<file path="src/rtl/serial_add_pkg.sv">
// Shared definitions for the bit-serial adder and its two-client arbiter.
package serial_add_pkg;

  typedef enum logic [1:0] {
    IDLE = 2'd0,
    RUN  = 2'd1,
    DONE = 2'd2
  } state_e;

  localparam int unsigned DEFAULT_WIDTH = 8;
  localparam int unsigned REQ_N         = 2;

endpackage

</file>
<file path="src/rtl/HalfAdd.sv">
// Half adder: sum and carry of two single bits.
module HalfAdd (
  input  logic a,
  input  logic b,
  output logic s,
  output logic c
);

  assign s = a ^ b;
  assign c = a & b;

endmodule

</file>
<file path="src/rtl/full_add_bit.sv">
// One-bit full adder built from two half adders and an OR of their carries.
module full_add_bit (
  input  logic a,
  input  logic b,
  input  logic cin,
  output logic s,
  output logic cout
);

  logic s1;
  logic c1;
  logic c2;

  HalfAdd u_ha0 (.a(a),  .b(b),   .s(s1), .c(c1));
  HalfAdd u_ha1 (.a(s1), .b(cin), .s(s),  .c(c2));

  assign cout = c1 | c2;

endmodule

</file>
<file path="src/rtl/serial_add_arb.sv">
// Bit-serial adder shared by two requesters: round-robin capture of an operand
// pair, then one full-adder bit per clock, LSB first, over WIDTH cycles.
module serial_add_arb
  import serial_add_pkg::*;
#(
  parameter int unsigned WIDTH = DEFAULT_WIDTH
) (
  input  logic               CLK,
  input  logic               Reset_L,
  input  logic [REQ_N-1:0]   req,
  input  logic [WIDTH-1:0]   a0,
  input  logic [WIDTH-1:0]   b0,
  input  logic [WIDTH-1:0]   a1,
  input  logic [WIDTH-1:0]   b1,
  output logic [REQ_N-1:0]   gnt,
  output logic               busy,
  output logic               done,
  output logic               done_id,
  output logic [WIDTH-1:0]   sum,
  output logic               cout
);

  localparam int unsigned CW = (WIDTH > 1) ? $clog2(WIDTH) : 1;

  state_e             state_q, state_d;
  logic [WIDTH-1:0]   opa_q, opa_d;
  logic [WIDTH-1:0]   opb_q, opb_d;
  logic [WIDTH-1:0]   work_q, work_d;
  logic               carry_q, carry_d;
  logic [CW-1:0]      cnt_q, cnt_d;
  logic               rr_q, rr_d;
  logic               sel_q, sel_d;
  logic [REQ_N-1:0]   gnt_q, gnt_d;
  logic               busy_q, busy_d;
  logic               done_q, done_d;
  logic               done_id_q, done_id_d;
  logic [WIDTH-1:0]   sum_q, sum_d;
  logic               cout_q, cout_d;

  logic               fa_s;
  logic               fa_c;
  logic               pick;

  full_add_bit u_fa (
    .a    (opa_q[0]),
    .b    (opb_q[0]),
    .cin  (carry_q),
    .s    (fa_s),
    .cout (fa_c)
  );

  // With both requesting, serve the one that did not win last time.
  always_comb begin
    if (req[0] && req[1]) pick = ~rr_q;
    else                  pick = req[1];
  end

  always_comb begin
    state_d   = state_q;
    opa_d     = opa_q;
    opb_d     = opb_q;
    work_d    = work_q;
    carry_d   = carry_q;
    cnt_d     = cnt_q;
    rr_d      = rr_q;
    sel_d     = sel_q;
    gnt_d     = '0;
    done_d    = 1'b0;
    done_id_d = done_id_q;
    sum_d     = sum_q;
    cout_d    = cout_q;

    case (state_q)
      IDLE: begin
        if (req != '0) begin
          opa_d       = pick ? a1 : a0;
          opb_d       = pick ? b1 : b0;
          work_d      = '0;
          carry_d     = 1'b0;
          cnt_d       = '0;
          rr_d        = pick;
          sel_d       = pick;
          gnt_d[pick] = 1'b1;
          state_d     = RUN;
        end
      end
      RUN: begin
        opa_d   = opa_q >> 1;
        opb_d   = opb_q >> 1;
        // Shift-then-insert keeps the WIDTH=1 case free of an empty slice.
        work_d  = work_q >> 1;
        work_d[WIDTH-1] = fa_s;
        carry_d = fa_c;
        cnt_d   = cnt_q + CW'(1);
        if (cnt_q == CW'(WIDTH - 1)) begin
          sum_d     = work_d;
          cout_d    = fa_c;
          done_id_d = sel_q;
          done_d    = 1'b1;
          state_d   = DONE;
        end
      end
      DONE: begin
        state_d = IDLE;
      end
      default: begin
        state_d = IDLE;
      end
    endcase

    busy_d = (state_d != IDLE);
  end

  always_ff @(posedge CLK or negedge Reset_L) begin
    if (!Reset_L) begin
      state_q   <= IDLE;
      opa_q     <= '0;
      opb_q     <= '0;
      work_q    <= '0;
      carry_q   <= 1'b0;
      cnt_q     <= '0;
      rr_q      <= 1'b1;
      sel_q     <= 1'b0;
      gnt_q     <= '0;
      busy_q    <= 1'b0;
      done_q    <= 1'b0;
      done_id_q <= 1'b0;
      sum_q     <= '0;
      cout_q    <= 1'b0;
    end else begin
      state_q   <= state_d;
      opa_q     <= opa_d;
      opb_q     <= opb_d;
      work_q    <= work_d;
      carry_q   <= carry_d;
      cnt_q     <= cnt_d;
      rr_q      <= rr_d;
      sel_q     <= sel_d;
      gnt_q     <= gnt_d;
      busy_q    <= busy_d;
      done_q    <= done_d;
      done_id_q <= done_id_d;
      sum_q     <= sum_d;
      cout_q    <= cout_d;
    end
  end

  assign gnt     = gnt_q;
  assign busy    = busy_q;
  assign done    = done_q;
  assign done_id = done_id_q;
  assign sum     = sum_q;
  assign cout    = cout_q;

endmodule

</file>
<file path="config.mk">
export PLATFORM = sky130hd
export DESIGN_NAME = serial_add_arb
export DESIGN_NICKNAME = d
export VERILOG_FILES = /design/src/rtl/serial_add_pkg.sv /design/src/rtl/HalfAdd.sv /design/src/rtl/full_add_bit.sv /design/src/rtl/serial_add_arb.sv
export SDC_FILE = /design/constraint.sdc
export NUM_CORES = 1
export LEC_CHECK = 0
export CAP_MARGIN = 10
export CORE_MARGIN = 2
export CORE_UTILIZATION = 49
export DETAILED_ROUTE_END_ITERATION = 8
export GPL_TIMING_DRIVEN = 0
export HOLD_SLACK_MARGIN = 0.12
export PLACE_DENSITY = 0.79
export SETUP_SLACK_MARGIN = 0.3
export SLEW_MARGIN = 0
export SYNTH_ARGS = -nofsm -noshare
export SYNTH_HDL_FRONTEND = slang
export SYNTH_SLANG_ARGS = --single-unit
</file>
<file path="constraint.sdc">
create_clock -name CLK -period 1.8 [get_ports CLK]
set_input_delay 0.27 -clock CLK [delete_from_list [all_inputs] [get_ports CLK]]
set_output_delay 0.27 -clock CLK [all_outputs]
set_load 0.05 [all_outputs]
</file>
Yosys cells after proc, flatten, opt, wreduce, memory -nomap -nowiden
Index checks and enable logic that the tools add are counted.
- bits in registers: 46
- latch bits: 0
- bits in writable memories: 0
- bits in read-only memories: 0
- bits of input ports: 36
- output and inout bits: 14
- word-level logic and storage cells: 57
- memories: 0
- $add $sub $neg: 1
- multiply operators: 0
- divide/modulo/power cells: 0
- magnitude comparators: 2
- eq/ne operators: 3
- shift-type cells: 0
- mux-type cells: 22
- bitwise gates (word level): 6
- reduce and logical (&&, ||, !) cells: 9
- operator list (operator ; number):
    8-bit one-hot mux with 2 select lines ; 3
    8-bit two-way mux ; 5
    2-bit two-way mux ; 4
    3-bit one-hot mux with 2 select lines ; 1
    2-bit AND reduction ; 3
    2-bit nonzero test ; 3
    1-bit two-way mux ; 5
    2-bit one-hot mux with 2 select lines ; 1
    3-bit by 1-bit adder with 3-bit output, second input constant ; 1
    3-bit equality test, second input constant ; 1
    3-bit two-way mux ; 1
    1-bit AND ; 2
    2-bit by 1-bit equality test with 1-bit output, second input constant ; 1
    1-bit logical AND ; 2
    2-bit zero test ; 1
    1-bit by 2-bit < comparator with 1-bit output, second input constant ; 1
    2-bit != test, second input constant ; 1
    1-bit one-hot mux with 2 select lines ; 1
    1-bit XOR ; 2
    1-bit demux with 1-bit select ; 1
    1-bit greater-or-equal comparator, second input constant ; 1
    1-bit inverter ; 1
    1-bit OR ; 1

Depth between registers and ports, before layout
Gate-level depths: netlist of run 1.
- word-level depth: 8
- mapped depth: 6

Cells and area by module
From an unflattened synthesis of run 1, not the netlist that was laid out.
- cell total of the unflattened synthesis: 181
- area, all modules: 2024.4 um^2
- by module, submodules not included (module ; instances ; cells an instance ; area each (um^2)):
    serial_add_arb ; 1 ; 178 ; 1993.2
    HalfAdd ; 2 ; 1 ; 12.5
    full_add_bit ; 1 ; 1 ; 6.3

Worst setup path after synthesis of run 1
Ideal clock, no wire load.
- kind: register to register
- start point: register cnt_q[0]
- end point: register done_id_q, in the netlist done_id
- setup time: 125 ps
- arrival time: 1360 ps
- required time: 1675 ps
- setup slack: 315 ps
- stages on the path, launching flop included: 6
- period minus slack after synthesis: 1485 ps
- path through: dfrtp_1 -> ha_1 -> ha_1 -> nand3b_4 -> buf_4 -> mux2_2
- cells in the longest elaborated chain, start to end: 2
- ends and longest elaborated chain (element ; line ; RTL):
    start, declared ; serial_add_arb.sv:30 ; logic [CW-1:0] cnt_q, cnt_d;
    start signal, assigned ; serial_add_arb.sv:136 ; cnt_q <= cnt_d;
    3-bit equality test ; serial_add_arb.sv:95 ; if (cnt_q == CW'(WIDTH - 1)) begin
    2-bit AND reduction (no line) ; n/a ;
    end signal, assigned ; serial_add_arb.sv:142 ; done_id_q <= done_id_d;
    end, declared ; serial_add_arb.sv:36 ; logic done_id_q, done_id_d;
No other way between the ends.
A chain may end at the register's enable or synchronous reset.

Worst setup path after layout of run 1
- start point: register sum_q[1], in the netlist sum[1]
- end point: output port sum[1]
- RTL lines (element ; line ; RTL):
    start, declared ; serial_add_arb.sv:37 ; logic [WIDTH-1:0] sum_q, sum_d;
    start signal, assigned ; serial_add_arb.sv:143 ; sum_q <= sum_d;
    end, declared ; serial_add_arb.sv:19 ; output logic [WIDTH-1:0] sum,
No word-level cell between the ends.

==> results of run 1 <==
## state kept, by name, summed over array words and instances, names as in the netlist, 2 cells and up
name	cells
cnt_q	3
sum	8
opa_q	8
opb_q	8
state_q	2
work_q	7
gnt	2
## per-layer routing
| layer | wire length (um) | vias up | GRT usage |
|---|---|---|---|
| met5 | 0 | - | 0 |
| met4 | 65 | 0 | 0.0588 |
| met3 | 218 | 5 | 0.0538 |
| met2 | 1990 | 40 | 0.292 |
| met1 | 1680 | 717 | 0.237 |
| li1 | - | 742 | - |
## how the worst min path moves through the flow
stage	start	endpoint	slack (ns)	cells past startpoint
6_report	Reset_L	sum[0]	0.37	2
5_1_grt	Reset_L	work_q[2]	0.41	2
4_1_cts	Reset_L	sum[0]	0.37	2
3_5_place_dp	Reset_L	sum[0]	0.15	1
3_3_place_gp	sel_q	sel_q	0.46	1
2_1_floorplan	Reset_L	busy	-0.03	0
## per-stage QoR
step	power, mW	utilization	TNS (ns)
after floorplan	3.15	-	0
after global placement	3.71	0.651	-32.34
after detailed placement	3.78	0.655	-0.409
after CTS	4.41	0.692	0
after global routing	4.72	0.697	0
final	4.40	0.697	0
## final cells by class
cell class                      instances  area, um^2  share of cell area
Tap cell                               50        62.6              0.0221
Sequential cell                        45        1130               0.399
Inverter                               18        67.6              0.0239
Timing Repair Buffer                   58         562               0.199
Multi-Input combinational cell        107         820               0.290
Buffer                                 10        87.6              0.0310
Clock inverter                          1        5.00             0.00177
Clock buffer                            7        96.3              0.0341
## cells in the final DEF (no fill, tap or decap), types with 4 or more instances in the layout
| cell | n |
|---|---|
| nand2_1 | 36 |
| dfrtp_1 | 44 |
| buf_2 | 4 |
| o21ai_0 | 8 |
| inv_1 | 18 |
| clkbuf_8 | 7 |
| mux2i_1 | 18 |
| o221ai_1 | 7 |
| mux2_2 | 8 |
| o221ai_2 | 7 |
| clkdlybuf4s50_1 | 33 |
| buf_4 | 10 |
| dlygate4sd2_1 | 15 |
## where the power goes
part | total, mW | internal (mW) | switching (mW)
sequential | 1.68 | 1.44 | 0.234
clock | 0.669 | 0.347 | 0.322
combinational | 2.05 | 0.829 | 1.22
total | 4.40 | 2.62 | 1.78
## worst register-to-register path, stage by stage (launching register included)
cell	delay (ns)
dfrtp_1	0.39
ha_1	0.20
ha_2	0.19
nand3b_4	0.10
buf_6	0.13
mux2_2	0.33
## logic make-up (layout without fill, tap and decap cells)
kind of cell               after synthesis  count (layout)  synth area share
and+or+nand+nor                         44              44            0.0940
adders and majority gates                3               3            0.0216
DFF                                     45              45             0.540
muxes                                   27              27             0.134
AOI/OAI and AO/OA                       33              33             0.138
buffers and inverters                   28              94            0.0725
## timing repair
action	CTS	global route
buffers inserted	5	2
pin swaps	0	1
resized for setup	17	2
endpoints found under the setup margin	25	8
hold buffers	1	0
endpoints found under the hold margin	10	0
==> run_results.csv, run 1 <==
group,metric,value,unit
run_status,outcome,"complete, no violations",
setup_path,start_kind,"flop",
place,placed_cells,280,
synthesis,ys_top_cells_by_area,"dfrtp_1 53%, mux2i_1 9.1%, nand2_1 6.5%, o221ai_2 5.0%, mux2_2 4.3%",
synthesis,yosysTopAreaCellShare,0.527,
synthesis,yosysUniqueCellTypes,29,
clock_tree,clkSinkCount,45,
timing,fin_skew,0.00757,ns
global_routing,grt_max_degree,36,
timing,hold_viol_final,0,
setup_path,critPathKind,"flop to primary output",
place,portBuffers,49,
die,rows,23,
setup_path,critPathMaxFanout,2,
synthesis,synth-warning-count,0,
clock_tree,clk_pin_slew,0.08,ns
setup_path,endpoint,"sum[1]",
synthesis,yosys-top-cells-count,"44 x dfrtp_1, 36 x nand2_1, 19 x mux2i_1",
final_layout,final_layout_size_suffix_gt1_frac,0.211,
setup_path,crit_path_max_incr_delay,0.53,ns
timing,period_share,0.802,
setup_path,crit_cells,1,
synthesis,synth-edff-count,0,
place,dp_hpwl,2830,um
die,die_x,69.3,um
timing,tightest_slew,0.510,ns
die,ios,50,
synthesis,synth_top_area_cell,"dfrtp_1",
setup_path,startpoint,"sum[1]",
detailed_routing,firstDrtPassIters,4,
global_routing,grt_pass1_wl,7000,um
timing,rsz0062_at_grt,"false",
timing,fmax,692,MHz
timing,finalMaxSlewViolations,0,
setup_path,cp_slowest_cell,"dlygate4sd2_1",
setup_path,cp.arrival,1.17,ns
timing,fin_crit,1.44,ns
setup_path,path_delay_family,"buffers and inverters",
clock_tree,clkLatencyLatePin,0.30,ns
flow_run,cap_violations,0,
global_routing,grt_usage,0.182,
synthesis,synth_area,0.00209,mm^2
global_routing,grt_pass1_vias,1486,
place,pre_cts_ws,-0.0868,ns
setup_path,crit_buf_inv,1,
timing,setup_viol,0,
power,pwr_density_cell,1560,mW/mm^2
clock_tree,cts_buffers,5,
detailed_routing,avgRoutedWirePerCell,13.3,um
final_layout,layoutNonFillerInstCount,296,
synthesis,ys_seq_area_frac,0.540,
setup_path,r2r_slack,0.36,ns
clock_tree,root_buffer,"clkbuf_8",
timing,setup_slack,0.356,ns
detailed_routing,via_count,1504,
power,static-leakage-power,1.33,nW
final_layout,syn2layout_area_growth,35.3,%
final_layout,nFillCells,295,
synthesis,syn_inst,180,
setup_path,path_cells,"dlygate4sd2_1",
setup_path,r2r_start,"cnt_q[0]",
global_routing,antenna_found_initial,0,
final_layout,finalNetCount,284,
synthesis,syn_avg_cell_area,11.6,um^2
synthesis,synthFlopType,"dfrtp_1",
timing,finalHoldWorstSlack,0.367,ns
place,gp_congestion,0.765,
global_routing,gr-total-overflow,0,
power,ir_drop,1050,uV
detailed_routing,drt-total-wl,3950,um
detailed_routing,antenna_left,0,
die,floorplan.die_area,0.00480,mm^2
final_layout,n_antenna_cell,0,
detailed_routing,drt_iter0_markers,77,
clock_tree,cts_tree,"yes",
detailed_routing,viasPerCell,5.08,
die,core_region_area,0.00406,mm^2
place,placed_area,0.00266,mm^2
die,initial_core_util,0.515,
setup_path,regToRegEndpoint,"sum[4]",
setup_path,cp.required,1.53,ns
synthesis,synth_nets,219,
detailed_routing,drcViolationCount,0,
min_path,hold_path_class,"input pin to asynchronous set/reset pin",
setup_path,r2r_cells,5,
die,die_h,69.3,um
final_layout,final_cell_area,0.00283,mm^2
setup_path,cp-end-kind,"primary output",
clock_tree,htreeDepth,2,
synthesis,synth_most_common_cell,"dfrtp_1",
synthesis,ys_seq_elements,45,
synthesis,ys_async_sr_fraction,1.00,
timing,maxSlewHeadroom,0.662,
clock_tree,cts.path.max_buffers,2,
(Power assumes the default switching activity.)
==> run 2, diff against run 1 <==
Settings changed: CORE_UTILIZATION 49 to 44, PLACE_DENSITY 0.79 to 0.75.
Clock period 1.8 ns to 1.2 ns, I/O delays scaled along.
==> run 2 against run 1 <==
The flow now finishes with violations (negative setup slack); global-route usage rose by 4.2 points; sequential share of layout area fell by 8.2 points; non-clock buffer count rose by 33; hold slack got worse by 0.059 ns; critical path depth rose by 4; sequential cell count did not move; setup slack got worse by 0.58 ns.
==> run_results.csv, run 2 (synthesis results as in run 1) <==
group,metric,value,unit
run_status,outcome,"finished, violations left",
run_status,violations,"negative setup slack",
timing,fin_skew,0.00609,ns
place,portBuffers,49,
die,rows,25,
power,ir_drop,1500,uV
timing,hold_viol_final,0,
timing,finalMaxSlewViolations,0,
power,pwr_density_cell,2500,mW/mm^2
die,core_region_area,0.00466,mm^2
timing,setup_tns,-5.00,ns
die,floorplan.die_area,0.00532,mm^2
detailed_routing,firstDrtPassIters,4,
clock_tree,root_buffer,"clkbuf_8",
setup_path,path_delay_family,"flip-flops",
final_layout,n_antenna_cell,0,
die,initial_core_util,0.448,
min_path,hold_path_class,"input pin to flop",
timing,maxSlewHeadroom,0.761,
clock_tree,clkLatencyLatePin,0.30,ns
final_layout,postLayoutCoreUtil,0.765,
die,die_h,72.9,um
die,die_x,72.9,um
clock_tree,clk_pin_slew,0.08,ns
detailed_routing,drcViolationCount,0,
setup_path,start_kind,"flop",
final_layout,syn2layout_area_growth,70.7,%
final_layout,nFillCells,268,
place,dp_hpwl,2900,um
global_routing,grt_usage,0.223,
detailed_routing,viasPerCell,5.21,
detailed_routing,avgRoutedWirePerCell,17.2,um
detailed_routing,drt_iter0_markers,87,
clock_tree,cts_tree,"yes",
setup_path,cp-end-kind,"flop",
setup_path,critPathMaxFanout,6,
global_routing,gr-total-overflow,0,
final_layout,layout_commonest_cell,"dfrtp_1",
min_path,hold_start,"req[0]",
final_layout,finalNetCount,317,
timing,setup_viol,41,
setup_path,cp_slowest_cell,"dfrtp_1",
setup_path,cp.arrival,1.60,ns
timing,period_share,1.19,
timing,tightest_slew,0.357,ns
setup_path,critPathKind,"flop to flop",
global_routing,antenna_found_initial,0,
global_routing,grt_pass1_vias,1790,
flow_run,cap_violations,0,
timing,setup_slack,-0.225,ns
timing,rsz0062_at_grt,"true",
final_layout,layout_common_cells,"42 x dfrtp_1, 32 x buf_6, 32 x clkdlybuf4s50_1, 29 x nand2_1, 20 x buf_4",
power,finalPower,8.93,mW
clock_tree,cts_buffers,5,
timing,fin_crit,1.42,ns
global_routing,grt_max_degree,35,
die,ios,50,
setup_path,path_cells,"ha_2 -> ha_4 -> nand3b_4 -> buf_4 -> mux2_4",
timing,fmax,702,MHz
place,placed_cells,284,
setup_path,crit_path_max_incr_delay,0.39,ns
clock_tree,htreeDepth,2,
final_layout,layoutNonFillerInstCount,333,
clock_tree,cts.path.max_buffers,2,
setup_path,startpoint,"cnt_q[0]",
clock_tree,clkSinkCount,45,
detailed_routing,via_count,1734,
setup_path,cp.required,1.38,ns
place,gp_congestion,0.708,
global_routing,grt_pass1_wl,8710,um
detailed_routing,drt-total-wl,5720,um
detailed_routing,antenna_left,0,
final_layout,final_layout_size_suffix_gt1_frac,0.480,
setup_path,crit_buf_inv,1,
power,static-leakage-power,1.65,nW
setup_path,r2r_start,"cnt_q[0]",
## run 2: cell count changes in the layout (fill, tap and decap cells not counted), sizes merged
cell	before	now
clkdlybuf4s50	33	32
dlygate4sd2	15	2
buf	19	62
clkbuf	7	11
## run 2: layer usage
metal  routed length (um)  up-vias  part of all wire  GRT usage
met1                 2400      863              0.42      0.271
met4                  121        0             0.021     0.0802
li1                     -      822                 -          -
met5                    0        -                 0          0
met3                  184       11             0.032     0.0456
met2                 3020       38              0.53      0.393
## run 2: per-stage QoR
step                hold WS (ns)  worst slack (ns)  area (um^2)
finish                     0.308            -0.225         3570
global route               0.311            -0.263         3570
CTS                        0.296            -0.218         3400
floorplan                 -0.116            -0.168         2190
global placement           0.463             -1.40         2750
detailed placement        0.0770            -0.603         2760
## run 2: final cells by class
type / instances / area, um^2 / area share
sequential: 45 / 1130 / 0.317
multi-input combinational: 107 / 1080 / 0.302
timing repair buffer: 91 / 985 / 0.276
buffer: 10 / 136 / 0.0382
clock buffer: 7 / 96.3 / 0.0270
inverter: 18 / 70.1 / 0.0196
tap: 54 / 67.6 / 0.0189
clock inverter: 1 / 5.00 / 0.00140
## run 2: where the power goes
part,switching [mW],internal (mW)
clock,0.505,0.521
combinational,2.58,2.68
sequential,0.478,2.17
total,3.56,5.37
## run 2: worst paths after layout
| kind | end | slack (ns) | cells past startpoint |
|---|---|---|---|
| max in group asynchronous | rr_q | 0.40 | 3 |
| min in group asynchronous | opa_q[7] | 0.32 | 2 |
| min reg2reg | opa_q[3] | 0.49 | 2 |
| max reg2reg | sum[3] | -0.22 | 5 |
| min | rr_q | 0.31 | 2 |
| max | sum[3] | -0.22 | 5 |
## run 2: timing repair
action                     CTS  global route
gates resized for setup    145            31
setup endpoints to repair   59            60
hold endpoints to repair    44             0
setup buffers               28             6
hold buffers                 1             0
pin swaps                   13            13
cloned                       5             1
==> run 3, diff against run 2 <==
Settings changed: ABC_CLOCK_PERIOD_IN_PS set to 1200, CORE_UTILIZATION 44 to 56, DONT_BUFFER_PORTS set to 1, PLACE_DENSITY 0.75 to 0.74.
==> run 3 against run 2 <==
The flow finishes with violations (negative hold slack, negative setup slack); die area is 20% lower; core utilization grew 16 points; critical path depth stayed put; final cell count fell by 7.8%; largest cell class unchanged.
==> run_results.csv, run 3 (synthesis results as in run 1) <==
group,metric,value,unit
detailed_routing,drt_iter0_markers,110,
timing,hold_viol_final,45,
die,core_region_area,0.00363,mm^2
setup_path,cp.required,1.39,ns
detailed_routing,avgRoutedWirePerCell,22.2,um
run_status,violations,"negative hold slack, negative setup slack",
setup_path,path_delay_family,"flip-flops",
final_layout,nFillCells,126,
clock_tree,clkSinkCount,45,
final_layout,layout_common_cells,"33 x dfrtp_1, 32 x dlygate4sd3_1, 25 x nand2_1, 18 x buf_6, 18 x buf_4",
timing,tightest_slew,0.525,ns
timing,rsz0062_at_grt,"true",
final_layout,final_layout_size_suffix_gt1_frac,0.502,
min_path,hold_path_class,"input pin to asynchronous set/reset pin",
global_routing,gr-total-overflow,0,
power,ir_drop,1850,uV
clock_tree,cts.path.max_buffers,2,
detailed_routing,drcViolationCount,0,
die,initial_core_util,0.575,
clock_tree,cts_buffers,5,
flow_run,cap_violations,0,
setup_path,crit_path_max_incr_delay,0.39,ns
clock_tree,root_buffer,"clkbuf_8",
final_layout,n_antenna_cell,0,
global_routing,grt_max_degree,46,
setup_path,start_kind,"flop",
power,pwr_density_cell,2600,mW/mm^2
global_routing,grt_pass1_wl,9590,um
die,die_x,65.1,um
final_layout,layoutNonFillerInstCount,307,
setup_path,cp_slowest_cell,"dfrtp_1",
timing,period_share,1.21,
setup_path,crit_buf_inv,1,
clock_tree,cts_tree,"yes",
global_routing,antenna_found_initial,0,
detailed_routing,drt-total-wl,6820,um
place,gp_congestion,0.738,
clock_tree,clk_pin_slew,0.09,ns
detailed_routing,via_count,1827,
clock_tree,clkLatencyLatePin,0.31,ns
power,static-leakage-power,1.52,nW
place,dp_hpwl,2660,um
global_routing,grt_usage,0.312,
detailed_routing,antenna_left,0,
die,die_h,65.1,um
detailed_routing,firstDrtPassIters,5,
timing,setup_slack,-0.250,ns
setup_path,cp.arrival,1.64,ns
detailed_routing,viasPerCell,5.95,
die,ios,50,
setup_path,path_cells,"ha_2 -> ha_4 -> nand3b_4 -> buf_8 -> mux2_4",
place,placed_cells,228,
timing,finalHoldWorstSlack,-0.445,ns
place,portBuffers,0,
setup_path,critPathKind,"flop to flop",
setup_path,cp-end-kind,"flop",
global_routing,grt_pass1_vias,1879,
final_layout,finalNetCount,297,
timing,fin_crit,1.45,ns
die,floorplan.die_area,0.00424,mm^2
final_layout,layout_commonest_cell,"dfrtp_1",
timing,fmax,690,MHz
timing,finalMaxSlewViolations,0,
timing,setup_viol,41,
setup_path,r2r_slack,-0.25,ns
clock_tree,htreeDepth,2,
final_layout,syn2layout_area_growth,60.2,%
power,finalPower,8.71,mW
setup_path,critPathMaxFanout,6,
timing,maxSlewHeadroom,0.650,
timing,fin_skew,0.00695,ns
final_layout,postLayoutCoreUtil,0.921,
run_status,outcome,"finished, violations left",
die,rows,22,
==> run 3: changes by cell type in the layout (fill, tap and decap cells not counted), sizes merged <==
cell,previous run,this run
dlygate4sd3,1,32
clkdlybuf4s50,32,0
bufinv,0,1
buf,62,49
dlygate4sd2,2,0
clkbuf,11,6
==> run 3: final timing paths <==
path | start | to | depth (start not counted)
max | cnt_q[1] | sum[4] | 5
min | Reset_L | done_id | 0
max reg2reg | cnt_q[1] | sum[4] | 5
min reg2reg | opa_q[7] | opa_q[6] | 2
max in group asynchronous | Reset_L | rr_q | 0
min in group CLK | b1[2] | opb_q[2] | 2
==> run 3: metrics by stage <==
| stage | setup WS (ns) | setup TNS, ns | hold WS (ns) | instance area, um^2 |
|---|---|---|---|---|
| final | -0.250 | -6.03 | -0.445 | 3350 |
| after global routing | -0.287 | -7.73 | -0.458 | 3350 |
| after CTS | -0.206 | -3.14 | -0.448 | 3200 |
| after detailed placement | -0.250 | -2.56 | -0.115 | 2250 |
| after global placement | -0.231 | -2.16 | -0.115 | 2250 |
| after floorplan | -0.168 | -1.19 | -0.116 | 2190 |
==> run 3: per-layer routing <==
metal	global-route usage	vias to the layer above	part of all wire
met5	0	-	0
met1	0.383	935	0.39
li1	-	775	-
met2	0.505	90	0.51
met3	0.0972	27	0.062
met4	0.146	0	0.043
==> run 3: layout make-up <==
class	count	area, um^2	share of cell area
flip-flops and latches	45	1140	0.341
multi-input cells	107	1060	0.317
repair buffers	71	769	0.230
plain buffers	10	136	0.0407
clock buffers	6	72.6	0.0217
inverters	18	70.1	0.0209
well taps	48	60.1	0.0179
clock inverters	2	38.8	0.0116
==> run 3: timing repair <==
action,in CTS,in global routing
gates resized for setup,62,28
endpoints found under the setup margin,59,59
hold endpoints to repair,61,46
pin swaps,15,13
gates cloned,5,0
hold buffers,31,1
buffers inserted,30,4
==> run 3: where the power goes <==
part	total, mW	leakage, nW	switching, mW	internal [mW]
sequential	3.41	0.553	1.22	2.18
combinational	4.14	0.916	1.87	2.27
clock	1.16	0.0554	0.532	0.625
total	8.71	1.52	3.62	5.08
